**src/rtl/data_tile_scheduler.sv**
```systemverilog
`default_nettype none
// ============================================================================
// Module      : data_tile_scheduler
// Description : Data-side sequencer for the Winograd conv engine. It latches
//               the block grid and input-depth index, preloads the input-
//               buffer window for that depth slice, reports ready, and then
//               walks the tile grid row-major, handing one tile coordinate
//               per valid/ready transfer to the PE array.
// Revision    : 1.0 - initial release
// ============================================================================
module data_tile_scheduler #(
    parameter int ADDR_W        = 10,
    parameter int ID_STRIDE     = 64,
    parameter int PRELOAD_READS = 6
) (
    input  logic              clk,
    input  logic              reset,
    input  logic              data_prepare_i,
    input  logic              data_start_i,
    input  logic [7:0]        block_width_i,
    input  logic [7:0]        block_height_i,
    input  logic [3:0]        data_id_i,
    output logic              data_ready_o,
    output logic              data_complete_o,
    output logic              rd_en_o,
    output logic [ADDR_W-1:0] rd_addr_o,
    output logic              tile_valid_o,
    input  logic              tile_ready_i,
    output logic [7:0]        tile_row_o,
    output logic [7:0]        tile_col_o,
    output logic              tile_last_o
);

    // Preload counter only needs to reach PRELOAD_READS-1.
    localparam int c_K_W    = (PRELOAD_READS > 1) ? $clog2(PRELOAD_READS) : 1;
    // Base address product is formed 4 bits wider than the address, then truncated.
    localparam int c_BASE_W = ADDR_W + 4;

    localparam logic [c_K_W-1:0] c_K_LAST = c_K_W'(PRELOAD_READS - 1);

    localparam logic [2:0] c_IDLE    = 3'd0;
    localparam logic [2:0] c_PRELOAD = 3'd1;
    localparam logic [2:0] c_READY   = 3'd2;
    localparam logic [2:0] c_RUN     = 3'd3;
    localparam logic [2:0] c_DONE    = 3'd4;

    logic [2:0]          r_state;
    logic [7:0]          r_width;
    logic [7:0]          r_height;
    logic [3:0]          r_id;
    logic [c_K_W-1:0]    r_k;
    logic [7:0]          r_row;
    logic [7:0]          r_col;

    logic [c_BASE_W-1:0] w_base;
    logic [ADDR_W-1:0]   w_addr;
    logic                w_col_end;
    logic                w_last;

    // Slice base address and current preload read address (wraps at 2^ADDR_W).
    always_comb begin
        w_base    = c_BASE_W'(r_id) * c_BASE_W'(ID_STRIDE);
        w_addr    = w_base[ADDR_W-1:0] + ADDR_W'(r_k);
        w_col_end = (r_col == r_width - 8'd1);
        w_last    = w_col_end && (r_row == r_height - 8'd1);
    end

    // Sequencer: latch job parameters, count preload reads, walk the tile grid.
    always_ff @(posedge clk) begin
        if (reset) begin
            r_state  <= c_IDLE;
            r_width  <= 8'd0;
            r_height <= 8'd0;
            r_id     <= 4'd0;
            r_k      <= '0;
            r_row    <= 8'd0;
            r_col    <= 8'd0;
        end else begin
            case (r_state)
                c_IDLE: begin
                    if (data_prepare_i) begin
                        // A zero dimension still describes a single tile.
                        r_width  <= (block_width_i  == 8'd0) ? 8'd1 : block_width_i;
                        r_height <= (block_height_i == 8'd0) ? 8'd1 : block_height_i;
                        r_id     <= data_id_i;
                        r_k      <= '0;
                        r_state  <= c_PRELOAD;
                    end
                end
                c_PRELOAD: begin
                    if (r_k == c_K_LAST) begin
                        r_state <= c_READY;
                    end else begin
                        r_k <= r_k + 1'b1;
                    end
                end
                c_READY: begin
                    if (data_start_i) begin
                        r_row   <= 8'd0;
                        r_col   <= 8'd0;
                        r_state <= c_RUN;
                    end
                end
                c_RUN: begin
                    if (tile_ready_i) begin
                        if (w_last) begin
                            // Park the counters at zero so they never step past the grid.
                            r_row   <= 8'd0;
                            r_col   <= 8'd0;
                            r_state <= c_DONE;
                        end else if (w_col_end) begin
                            r_col <= 8'd0;
                            r_row <= r_row + 8'd1;
                        end else begin
                            r_col <= r_col + 8'd1;
                        end
                    end
                end
                c_DONE: begin
                    r_state <= c_IDLE;
                end
                default: begin
                    r_state <= c_IDLE;
                end
            endcase
        end
    end

    // Output decode from registered state; everything is zero outside its owning state.
    always_comb begin
        data_ready_o    = (r_state == c_READY);
        data_complete_o = (r_state == c_DONE);
        rd_en_o         = (r_state == c_PRELOAD);
        rd_addr_o       = rd_en_o ? w_addr : '0;
        tile_valid_o    = (r_state == c_RUN);
        tile_row_o      = tile_valid_o ? r_row : 8'd0;
        tile_col_o      = tile_valid_o ? r_col : 8'd0;
        tile_last_o     = tile_valid_o && w_last;
    end

endmodule
`default_nettype wire

```
**config.mk**
```make
export PLATFORM = sky130hd
export DESIGN_NAME = data_tile_scheduler
export DESIGN_NICKNAME = d
export VERILOG_FILES = /design/src/rtl/data_tile_scheduler.sv
export SDC_FILE = /design/constraint.sdc
export NUM_CORES = 1
export LEC_CHECK = 0
export BUFFER_PORTS_ARGS = -buffer_cell sky130_fd_sc_hd__buf_2
export CORE_AREA = 5 5 78 80
export DETAILED_ROUTE_END_ITERATION = 16
export DIE_AREA = 0 0 83 85
export PLACE_DENSITY = 0.74
export SLEW_MARGIN = 20
export SYNTH_ARGS = -nofsm -noshare
export SYNTH_HDL_FRONTEND = slang
export SYNTH_SLANG_ARGS = --single-unit
```
**constraint.sdc**
```tcl
create_clock -name clk -period 2.35 [get_ports clk]
set_clock_uncertainty 0.2 [all_clocks]
set_input_delay 0.235 -clock clk [delete_from_list [all_inputs] [get_ports clk]]
set_output_delay 0.235 -clock clk [all_outputs]
set_load 0.05 [all_outputs]
```
==> After elaboration in Yosys (flattened, before gate mapping) <==
Index checks and enable logic that the tools add are counted.
{ "totals": {"output_inout_bits": 31, "in_bits": 25, "register_bits": 42, "elab_cells": 62} }
{ "op_classes": {"add_sub_neg": 6, "n_reduce_logical": 12, "eq_ne": 14, "muxes": 23} }
{ "ops": {"columns": ["cell", "count"], "rows": [
  ["two-way mux 8 bit", 11],
  ["one-hot mux 8 bit (2 select lines)", 2],
  ["two-way mux 3 bit", 7],
  ["adder 8 x 1 -> 8 bit (second input constant)", 2],
  ["equality test 8 bit", 2],
  ["zero test 8 bit", 2],
  ["subtractor 8 x 1 -> 8 bit (second input constant)", 2],
  ["one-hot mux 3 bit (4 select lines)", 1],
  ["adder 10 x 3 -> 10 bit", 1],
  ["two-way mux 10 bit", 1],
  ["equality test 3 x 2 -> 1 bit (second input constant)", 2],
  ["equality test 3 bit (second input constant)", 2],
  ["!= test 2 x 1 -> 1 bit (second input constant)", 3],
  ["!= test 2 bit (second input constant)", 3],
  ["one-hot mux 3 bit (2 select lines)", 1],
  ["AND reduction 3 bit", 2],
  ["AND reduction 5 bit", 1],
  ["AND reduction 4 bit", 1],
  ["nonzero test 2 bit", 2],
  ["adder 3 x 1 -> 3 bit (second input constant)", 1],
  ["equality test 3 x 1 -> 1 bit (second input constant)", 1],
  ["zero test 3 bit", 1],
  ["!= test 3 x 1 -> 1 bit (second input constant)", 1],
  ["logical AND 1 bit", 2],
  ["AND reduction 2 bit", 1]
]} }

==> Logic depth before layout (Yosys ltp) <==
Gate-level depths: netlist (run 1).
{ "logic_depth": {"word_depth": 6, "ltp_mapped": 10, "ltp_nobuf": 9} }

==> Worst setup path after synthesis (run 1) <==
Ideal clock, no wire load.
{ "synth_path": {"path_type": "register to output", "startpoint": "reg r_width[2]", "endpoint": "out tile_last_o", "n_path_buf": 0, "path_slack_ns": -0.452, "path_stages_with_launch": 7, "required_time_ns": 1.915, "t_arrival_ns": 2.367, "path_cell_list": "dfxtp_1 -> nor3_4 -> nand2_1 -> or4_4 -> a2111oi_4 -> nand3_1 -> nor2_1"} }
{ "synth_between": {"elab_chain_len": 4} }
{ "synth_lines": {"columns": ["element", "line_no", "text"], "rows": [
  ["start: declaration", "48", "logic [7:0] r_width;"],
  ["start signal: assignment", "83", "r_width <= (block_width_i == 8'd0) ? 8'd1 : block_width_i;"],
  ["subtractor 8 x 1 -> 8 bit", "64", "w_col_end = (r_col == r_width - 8'd1);"],
  ["equality test 8 bit", "64", null],
  ["logical AND 1 bit", "65", "w_last = w_col_end && (r_row == r_height - 8'd1);"],
  ["logical AND 1 bit", "138", "tile_last_o = tile_valid_o && w_last;"],
  ["end: declaration", "31", "output logic tile_last_o"]
]} }
Every way passes these cells.

==> Worst setup path after layout (run 1) <==
{ "layout_path": {"startpoint": "reg r_width[4]", "endpoint": "out tile_last_o"} }
Same word-level chain as after synthesis.

==> impl_metrics.tcl, run 1 <==
set metrics [dict create \
    status "finished, violations left" \
    violations "negative setup slack" \
    syn-cell-area_um2 2536 \
    num_rows 27 \
    tightest_slew_ns 1.103 \
    cts_buffer_depth 2 \
    area_growth_pct 43.27 \
    fin_util_pct 68.07 \
    place_inst 468 \
    antenna_cells 0 \
    cts.sinks 42 \
    ys_ff_latch 42 \
    p_total_w 0.002131 \
    synth-seq-area-share_pct 33.15 \
    peakVddDrop_mv 0.3899 \
    start_util_pct 47.52 \
    first_global_vias 2507 \
    fin_nets 458 \
    wirelength_um 7038 \
    fillerInstances 451 \
    overflow 0 \
    grt_setup_unrepaired "yes" \
    die_area_um2 7055 \
    synth-main-ff-cell "dfxtp_1" \
    syn_area_per_cell_um2 7.901 \
    die_h_um 85 \
    route.detailed.drc 0 \
    die_w_um 83 \
    slew_headroom_pct 25.56 \
    htreeDepth 2 \
    clkTransAtPathRegs_ns 0.08 \
    cp-end-kind "output port" \
    drive_above_1_share_pct 34.11 \
    cp.required_ns 1.91 \
    drt_iter0_markers 119 \
    synth_edf_count 0 \
    pin_count 56 \
    fin_crit_ns 2.712 \
    worstSetupStartpointType "flop" \
    crit_path_max_fanout 2 \
    synthCells 321 \
    ys_top_cells_by_area "dfxtp_1, nand2_1, xnor2_1" \
    antenna_found_initial 0 \
    hpwl_um 4759 \
    grt_max_degree 30 \
    wl_per_cell_um 14.08 \
    synth_top_area_share_pct 33.15 \
    dr.pass1.iters 5 \
    dpl_cell_area_um2 3149 \
    async_flop_share_pct 0 \
    maxCapViolations 0 \
    place_congestion 0.8160 \
    cp.arrival_ns 2.28 \
    drv_slew 0 \
    cts_made_buffers 5 \
    stdcell_count 500 \
    core_um2 5338 \
    final.setup.worst_slack_ns -0.3616 \
    portBuffers 52 \
    critPathKind "reg2out" \
    synth_cell_types 55 \
    p_per_area_nw_per_um2 586.5 \
    hold_class "in2reg" \
    yosys_warnings 0 \
    cts_tree "done" \
    dp_worst_setup_slack_ns -0.2490 \
    fin_area_um2 3633 \
    vias 2668 \
    finalSetupViolCount 20 \
    clock_latency_ns 0.30 \
    synth_top_area_cell "dfxtp_1" \
    ant_nets 0 \
    hold_viol 0 \
    fmax_mhz 368.8 \
    grt_pass1_wl_um 11710 \
    period_share_pct 115.4 \
    routed_via_density 5.336 \
    globalRouteTotalUtil_pct 19.79 \
    ctsRootBufferMaster "clkbuf_8" \
    p_leak_nw 1.568 \
]
## synthesized netlist by cell type (2+ instances only)
| master | number |
|---|---|
| xor2_1 | 7 |
| or2_2 | 2 |
| and2_1 | 8 |
| buf_4 | 3 |
| inv_1 | 11 |
| nor3b_1 | 4 |
| o21a_1 | 2 |
| o311ai_2 | 5 |
| clkbuf_1 | 17 |
| o311a_1 | 2 |
| nor4_1 | 4 |
| nand3_1 | 12 |
| o31a_1 | 2 |
| ha_1 | 6 |
| a31oi_1 | 5 |
| nand4_1 | 4 |
| nor3_1 | 11 |
| a211oi_1 | 4 |
| nand2_1 | 58 |
| o21ai_0 | 2 |
| nand2b_1 | 2 |
| and3_1 | 17 |
| o21bai_1 | 2 |
| nor2_1 | 21 |
| a21oi_1 | 22 |
| o21ai_1 | 2 |
| xnor2_1 | 17 |
| dfxtp_1 | 42 |
## through the flow
| step | TNS (ns) | hold slack [ns] |
|---|---|---|
| after floorplan | -1.569 | 0.1634 |
| after global placement | -0.9568 | 0.2385 |
| after detailed placement | -1.705 | 0.2459 |
| after CTS | -2.358 | 0.07553 |
| after global routing | -6.850 | 0.08554 |
| final | -4.337 | 0.07493 |
## cells by family (layout without fill, tap and decap cells)
kind of cell / Yosys count / count (layout) / synth area share, %
XOR/XNOR: 24 / 24 / 8.288
adder cells (fa/ha/maj): 6 / 6 / 2.960
AO/OA/AOI/OAI: 59 / 59 / 18.16
AND/OR/NAND/NOR: 156 / 156 / 31.67
buffers and inverters: 32 / 137 / 5.229
other: 1 / 3 / 0.1479
multiplexers: 1 / 1 / 0.3947
flip-flops: 42 / 42 / 33.15
## where the power goes
| group | total, W | internal, W | switching, W | leakage, nW |
|---|---|---|---|---|
| logic | 0.000713 | 0.000321 | 0.000393 | 1.17 |
| clock network | 0.000587 | 0.000316 | 0.000271 | 0.0504 |
| registers | 0.000831 | 0.000766 | 0.0000647 | 0.345 |
## placed cells by master (no fill, tap or decap), types with 2 or more instances in the layout
cell            n
o21a_1          2
a21oi_1        21
inv_1          11
or2_2           2
clkinvlp_4      2
and2_1          8
xor2_1          7
a211oi_1        4
nor3_2          2
nor3b_1         3
o21ai_0         2
nor3_1          9
and3_1         17
nand2_1        56
nand3_1        10
dlygate4sd3_1  18
conb_1          3
o311a_1         2
dfxtp_2         5
buf_6           6
nor2_1         19
o31a_1          2
nand2_2         2
o21bai_1        2
buf_2          51
xnor2_1        17
o311ai_2        4
buf_4          42
nor4_1          2
ha_1            5
a31oi_1         4
clkbuf_8        5
dfxtp_1        36
nand4_1         4
nand2b_1        2
## critical path, stage by stage (launching register included)
cell,delay [ns]
dfxtp_2,0.34
nor3_4,0.21
nand2_2,0.08
or4_4,0.50
a2111oi_4,0.30
buf_4,0.18
nand3_4,0.09
nor2_4,0.12
buf_8,0.15
## repair_timing
item	4_1_cts	5_1_grt
resized for setup	14	19
buffers inserted	3	3
pin swaps	6	4
hold buffers	18	0
hold endpoints to repair	18	0
endpoints found under the setup margin	20	26
## state kept, by name, indices dropped and copies added (netlist names)
name      flops
r_height      8
r_row         8
r_id          4
r_state       3
r_width       8
r_k           3
r_col         8
## per-layer routing
layer  wire length [µm]  track usage [%]
met1               3223            26.09
met2               3405            32.87
met3                296            3.689
met4                113            6.092
met5                  0                0
## path summary, 6_finish.rpt
check | startpoint | end | slack, ns | depth (start not counted)
worst min-delay path | block_height_i[0] | r_height[0]$_SDFFE_PP0P_ | 0.07 | 3
worst max register to register | r_width[4]$_SDFFE_PP0P_ | r_row[2]$_SDFFE_PP0P_ | -0.29 | 11
worst max-delay path | r_width[4]$_SDFFE_PP0P_ | tile_last_o | -0.36 | 8
worst min register to register | r_id[0]$_SDFFE_PP0P_ | r_id[0]$_SDFFE_PP0P_ | 0.25 | 2
## area by class of cell
class                           count  area [µm²]  area share, %
Tap cell                           72       90.09          2.479
Multi-Input combinational cell    249        1704          46.90
Clock buffer                        5       68.82          1.894
Inverter                           11       41.29          1.136
Sequential cell                    42       850.8          23.42
Clock inverter                      3       45.04          1.240
Timing Repair Buffer              118       833.3          22.93
Note: power is estimated with default switching activity, not from simulation.
==> run 2, diff against run 1 <==
--- a/config.mk
+++ b/config.mk
@@ -6,9 +6,9 @@
 export NUM_CORES = 1
 export LEC_CHECK = 0
 export BUFFER_PORTS_ARGS = -buffer_cell sky130_fd_sc_hd__buf_2
-export CORE_AREA = 5 5 78 80
+export CORE_AREA = 2 2 75 77
 export DETAILED_ROUTE_END_ITERATION = 16
-export DIE_AREA = 0 0 83 85
+export DIE_AREA = 0 0 77 79
 export PLACE_DENSITY = 0.74
 export SLEW_MARGIN = 20
 export SYNTH_ARGS = -nofsm -noshare
==> run 2 against run 1 <==
Net effect: the run still ends with negative setup slack left; final cell count decreased by 1.0%; combinational power about the same; global-route usage increased by 2.4 points; cell area decreased by 2.2%; largest power group unchanged.
==> impl_metrics.tcl, run 2 (synthesis results as in run 1) <==
set metrics [dict create \
    fillerInstances 460 \
    core_um2 5338 \
    antenna_found_initial 0 \
    htreeDepth 2 \
    cp.arrival_ns 2.25 \
    maxCapViolations 0 \
    crit_path_max_fanout 2 \
    place_inst 467 \
    rr_endpoint "r_row[5]$_SDFFE_PP0P_" \
    die_w_um 77 \
    crit_buf_inv 2 \
    cp_slowest_stage_delay_ns 0.49 \
    p_total_w 0.002016 \
    clkTransAtPathRegs_ns 0.09 \
    cp-end-kind "output port" \
    cts_buffer_depth 2 \
    drive_above_1_share_pct 33.10 \
    overflow 0 \
    regToRegStartpoint "r_width[4]$_SDFFE_PP0P_" \
    critPathKind "reg2out" \
    grt_setup_unrepaired "yes" \
    grt_pass1_wl_um 10920 \
    path_delay_family "simple AND/OR/NAND/NOR gates" \
    path_cells "nor3_4 > nand2_2 > or4_4 > a2111oi_4 > buf_4 > nand3_4 > nor2_4 > buf_8" \
    dp_worst_setup_slack_ns -0.2310 \
    worstSetupStartpointType "flop" \
    hold_depth 3 \
    routed_via_density 5.253 \
    drt_iter0_markers 130 \
    first_global_vias 2450 \
    fmax_mhz 372.1 \
    wirelength_um 6621 \
    tns_ns -2.639 \
    cts_tree "done" \
    cp.required_ns 1.91 \
    wl_per_cell_um 13.38 \
    p_per_area_nw_per_um2 567.2 \
    fin_crit_ns 2.687 \
    tightest_slew_ns 0.6181 \
    final_common_cell "nand2_1" \
    period_share_pct 114.3 \
    pin_count 56 \
    status "finished, violations left" \
    globalRouteTotalUtil_pct 22.23 \
    startpoint "r_width[4]$_SDFFE_PP0P_" \
    num_rows 27 \
    r2r.worst_path.cells 9 \
    cts_made_buffers 5 \
    slew_headroom_pct 58.79 \
    hpwl_um 4573 \
    fin_util_pct 66.57 \
    die_area_um2 6083 \
    crit_path_top_delay_cell "or4_4" \
    whs_endpoint "r_height[0]$_SDFFE_PP0P_" \
    dr.pass1.iters 4 \
    stdcell_count 495 \
    drv_slew 0 \
    area_growth_pct 40.11 \
    violations "negative setup slack" \
    grt_max_degree 30 \
    p_leak_nw 1.539 \
    r2r_setup_slack_ns -0.29 \
    vias 2600 \
    ctsRootBufferMaster "clkbuf_8" \
    antenna_cells 0 \
    fin_nets 453 \
    route.detailed.drc 0 \
    cts.sinks 42 \
    portBuffers 52 \
    ff_latch_area_um2 852.1 \
    final_cell_mix "nand2_1, buf_2, buf_4, dfxtp_1, a21oi_1" \
    place_congestion 0.7941 \
    holdCritStartpoint "block_height_i[0]" \
    clock_latency_ns 0.31 \
    hold_class "in2reg" \
    multi_input_area_um2 1695 \
    finalSetupViolCount 19 \
    start_util_pct 47.52 \
    hold_viol 0 \
    die_h_um 79 \
    peakVddDrop_mv 0.4334 \
    ant_nets 0 \
    final.setup.worst_slack_ns -0.3371 \
]
run 2: changes by cell type in the layout (fill, tap and decap cells not counted), sizes merged:
cell      change
clkinvlp      -1
buf           -5
bufinv        -1
clkinv        +2
run 2: timing repair:
item	CTS	global route
cloned	0	0
pin swaps	7	4
gates resized for setup	12	18
hold buffers	18	0
setup endpoints to repair	20	28
buffers inserted	2	1
endpoints found under the hold margin	18	0
run 2: worst min-delay path, cell delays in order:
cell      delay [ns]
buf_2           0.08
a211oi_1        0.04
a211oi_1        0.19
run 2: layout make-up:
cell class              instances  share of cell area, %
repair buffers                113                  22.08
clock buffers                   5                  1.937
inverters                      11                  1.162
clock inverters                 3                 0.5986
well taps                      72                  2.535
multi-input cells             249                  47.71
flip-flops and latches         42                  23.98
run 2: worst max-delay path by stage:
| stage | endpoint | slack (ns) | cells past startpoint |
|---|---|---|---|
| global route | tile_last_o | -0.45 | 8 |
| finish | tile_last_o | -0.34 | 8 |
| CTS | tile_last_o | -0.37 | 8 |
| global placement | tile_last_o | -0.22 | 8 |
| detailed placement | tile_last_o | -0.23 | 8 |
| floorplan | r_row[4]$_SDFFE_PP0P_ | -0.18 | 7 |
run 2: report_power, final:
group / switching [W] / internal (W)
clock network: 0.000272 / 0.000209
registers: 0.0000566 / 0.000766
logic: 0.000385 / 0.000327
run 2: per-layer routing:
| layer | track usage, % | vias up | wire length [µm] | part of all wire [%] |
|---|---|---|---|---|
| li1 | - | 1325 | - | - |
| met1 | 27.34 | 1212 | 3081 | 47 |
| met2 | 38.68 | 54 | 3153 | 48 |
| met3 | 5.341 | 9 | 300 | 4.5 |
| met4 | 6.786 | 0 | 85 | 1.3 |
| met5 | 0 | - | 0 | 0 |
run 2: metrics by stage:
step	hold WS (ns)	area, µm²
final	0.08007	3553
after floorplan	0.1634	2576
after detailed placement	0.2496	3142
after CTS	0.07844	3476
after global placement	0.2384	3142
after global routing	0.07800	3553
==> run 3, diff against run 2 <==
--- a/config.mk
+++ b/config.mk
@@ -9,7 +9,7 @@
 export CORE_AREA = 2 2 75 77
 export DETAILED_ROUTE_END_ITERATION = 16
 export DIE_AREA = 0 0 77 79
-export PLACE_DENSITY = 0.74
+export PLACE_DENSITY = 0.8
 export SLEW_MARGIN = 20
 export SYNTH_ARGS = -nofsm -noshare
 export SYNTH_HDL_FRONTEND = slang
==> run 3 against run 2 <==
Net effect: setup slack worse by 0.028 ns; the flow still finishes with violations (negative setup slack); flip-flop and latch count unchanged; non-clock buffer count is 3 higher; register-to-register slack got worse by 0.05 ns; sequential share of layout area is 0.87 points lower; via count rose by 5.1%; critical path depth increased by 2.
==> impl_metrics.tcl, run 3 (synthesis results as in run 1) <==
set metrics [dict create \
    die_h_um 79 \
    slew_headroom_pct 38.77 \
    route.detailed.drc 0 \
    fin_util_pct 69.29 \
    violations "negative setup slack" \
    r2r_setup_slack_ns -0.34 \
    core_um2 5338 \
    start_util_pct 47.52 \
    multi_input_area_um2 1743 \
    stdcell_count 498 \
    drt_iter0_markers 140 \
    grt_max_degree 30 \
    portBuffers 52 \
    fillerInstances 398 \
    wl_per_cell_um 15.68 \
    antenna_found_initial 0 \
    cts.sinks 42 \
    worstSetupStartpointType "flop" \
    ant_nets 0 \
    cp.required_ns 1.91 \
    fin_crit_ns 2.715 \
    area_growth_pct 45.83 \
    p_leak_nw 1.585 \
    final_cell_mix "nand2_1, buf_2, buf_4, dfxtp_1, a21oi_1" \
    overflow 0 \
    hold_viol 0 \
    p_per_area_nw_per_um2 623.7 \
    htreeDepth 2 \
    grt_setup_unrepaired "yes" \
    rr_endpoint "r_row[4]$_SDFFE_PP0P_" \
    die_area_um2 6083 \
    globalRouteTotalUtil_pct 24.87 \
    vias 2733 \
    drv_slew 0 \
    cp-end-kind "output port" \
    dr.pass1.iters 4 \
    fmax_mhz 368.3 \
    ff_latch_area_um2 854.6 \
    clock_latency_ns 0.30 \
    finalSetupViolCount 20 \
    clkTransAtPathRegs_ns 0.09 \
    cp.arrival_ns 2.28 \
    pin_count 56 \
    hpwl_um 4811 \
    cts_tree "done" \
    peakVddDrop_mv 0.4455 \
    cts_buffer_depth 2 \
    tightest_slew_ns 0.9069 \
    crit_path_max_fanout 4 \
    hold_class "in2reg" \
    final.setup.worst_slack_ns -0.3654 \
    cts_made_buffers 5 \
    fin_nets 456 \
    wirelength_um 7807 \
    grt_pass1_wl_um 12300 \
    dp_worst_setup_slack_ns -0.2700 \
    status "finished, violations left" \
    startpoint "r_width[1]$_SDFFE_PP0P_" \
    maxCapViolations 0 \
    ctsRootBufferMaster "clkbuf_8" \
    drive_above_1_share_pct 35.68 \
    p_total_w 0.002307 \
    period_share_pct 115.5 \
    regToRegStartpoint "r_width[1]$_SDFFE_PP0P_" \
    critPathKind "reg2out" \
    num_rows 27 \
    place_inst 465 \
    first_global_vias 2803 \
    place_congestion 0.7790 \
    holdCritStartpoint "block_height_i[0]" \
    r2r.worst_path.cells 12 \
    die_w_um 77 \
    routed_via_density 5.488 \
    antenna_cells 0 \
    crit_path_end "tile_last_o" \
    final_common_cell "nand2_1" \
]
-- run 3: cell types whose count changed in the layout (fill, tap and decap cells not counted), moves of 2 or more --
| cell | delta |
|---|---|
| bufinv_16 | +2 |
| nor2_1 | -6 |
| dfxtp_4 | +2 |
| nor2_2 | +5 |
| a21oi_1 | -2 |
| dfxtp_1 | +2 |
| dfxtp_2 | -4 |
| buf_6 | +2 |
| a21oi_2 | +2 |
-- run 3: metal layers --
layer,track usage [%],routed length [µm],vias up
li1,-,-,1330
met5,0,0,-
met3,5.000,364,18
met4,10.71,163,0
met1,29.00,3332,1314
met2,44.47,3946,71
-- run 3: what timing repair did --
item,4_1_cts,5_1_grt
hold buffers,18,0
resized for setup,21,24
pin swaps,14,9
setup endpoints to repair,20,20
buffers inserted,5,3
hold endpoints to repair,18,0
-- run 3: worst min path at each step --
| stage | end | depth (start not counted) | slack [ns] |
|---|---|---|---|
| floorplan | r_width[4]$_SDFFE_PP0P_ | 2 | 0.16 |
| global placement | r_id[3]$_SDFFE_PP0P_ | 2 | 0.24 |
| detailed placement | r_id[0]$_SDFFE_PP0P_ | 2 | 0.25 |
| CTS | r_width[0]$_SDFFE_PP0P_ | 3 | 0.11 |
| global route | r_width[0]$_SDFFE_PP0P_ | 3 | 0.10 |
| finish | r_height[0]$_SDFFE_PP0P_ | 3 | 0.12 |
-- run 3: metrics by stage --
stage	instance area, µm²	TNS [ns]	hold WS, ns
after CTS	3591	-3.126	0.1095
after detailed placement	3139	-2.171	0.2510
after global placement	3139	-1.269	0.2383
after global routing	3699	-6.857	0.1033
final	3699	-4.869	0.1156
after floorplan	2576	-1.569	0.1634
-- run 3: layout make-up --
| class | count | area share, % |
|---|---|---|
| clock buffer | 6 | 2.233 |
| clock inverter | 2 | 1.624 |
| inverter | 11 | 1.116 |
| multi-input combinational | 249 | 47.12 |
| sequential | 42 | 23.11 |
| tap | 72 | 2.436 |
| timing repair buffer | 116 | 22.36 |
-- run 3: worst max-delay path, stage by stage (launching register included) --
cell,delay (ns)
dfxtp_4,0.39
inv_1,0.08
ha_2,0.22
xnor2_1,0.15
a32oi_1,0.16
o211ai_1,0.15
a2111oi_4,0.29
buf_4,0.18
nand3_4,0.09
nor2_4,0.13
buf_8,0.16
-- run 3: power by group --
group	switching [W]	internal (W)	leakage (nW)
combinational	0.000425	0.000340	1.17
sequential	0.0000553	0.000765	0.345
clock	0.000269	0.000453	0.0714
total	0.000749	0.00156	1.58
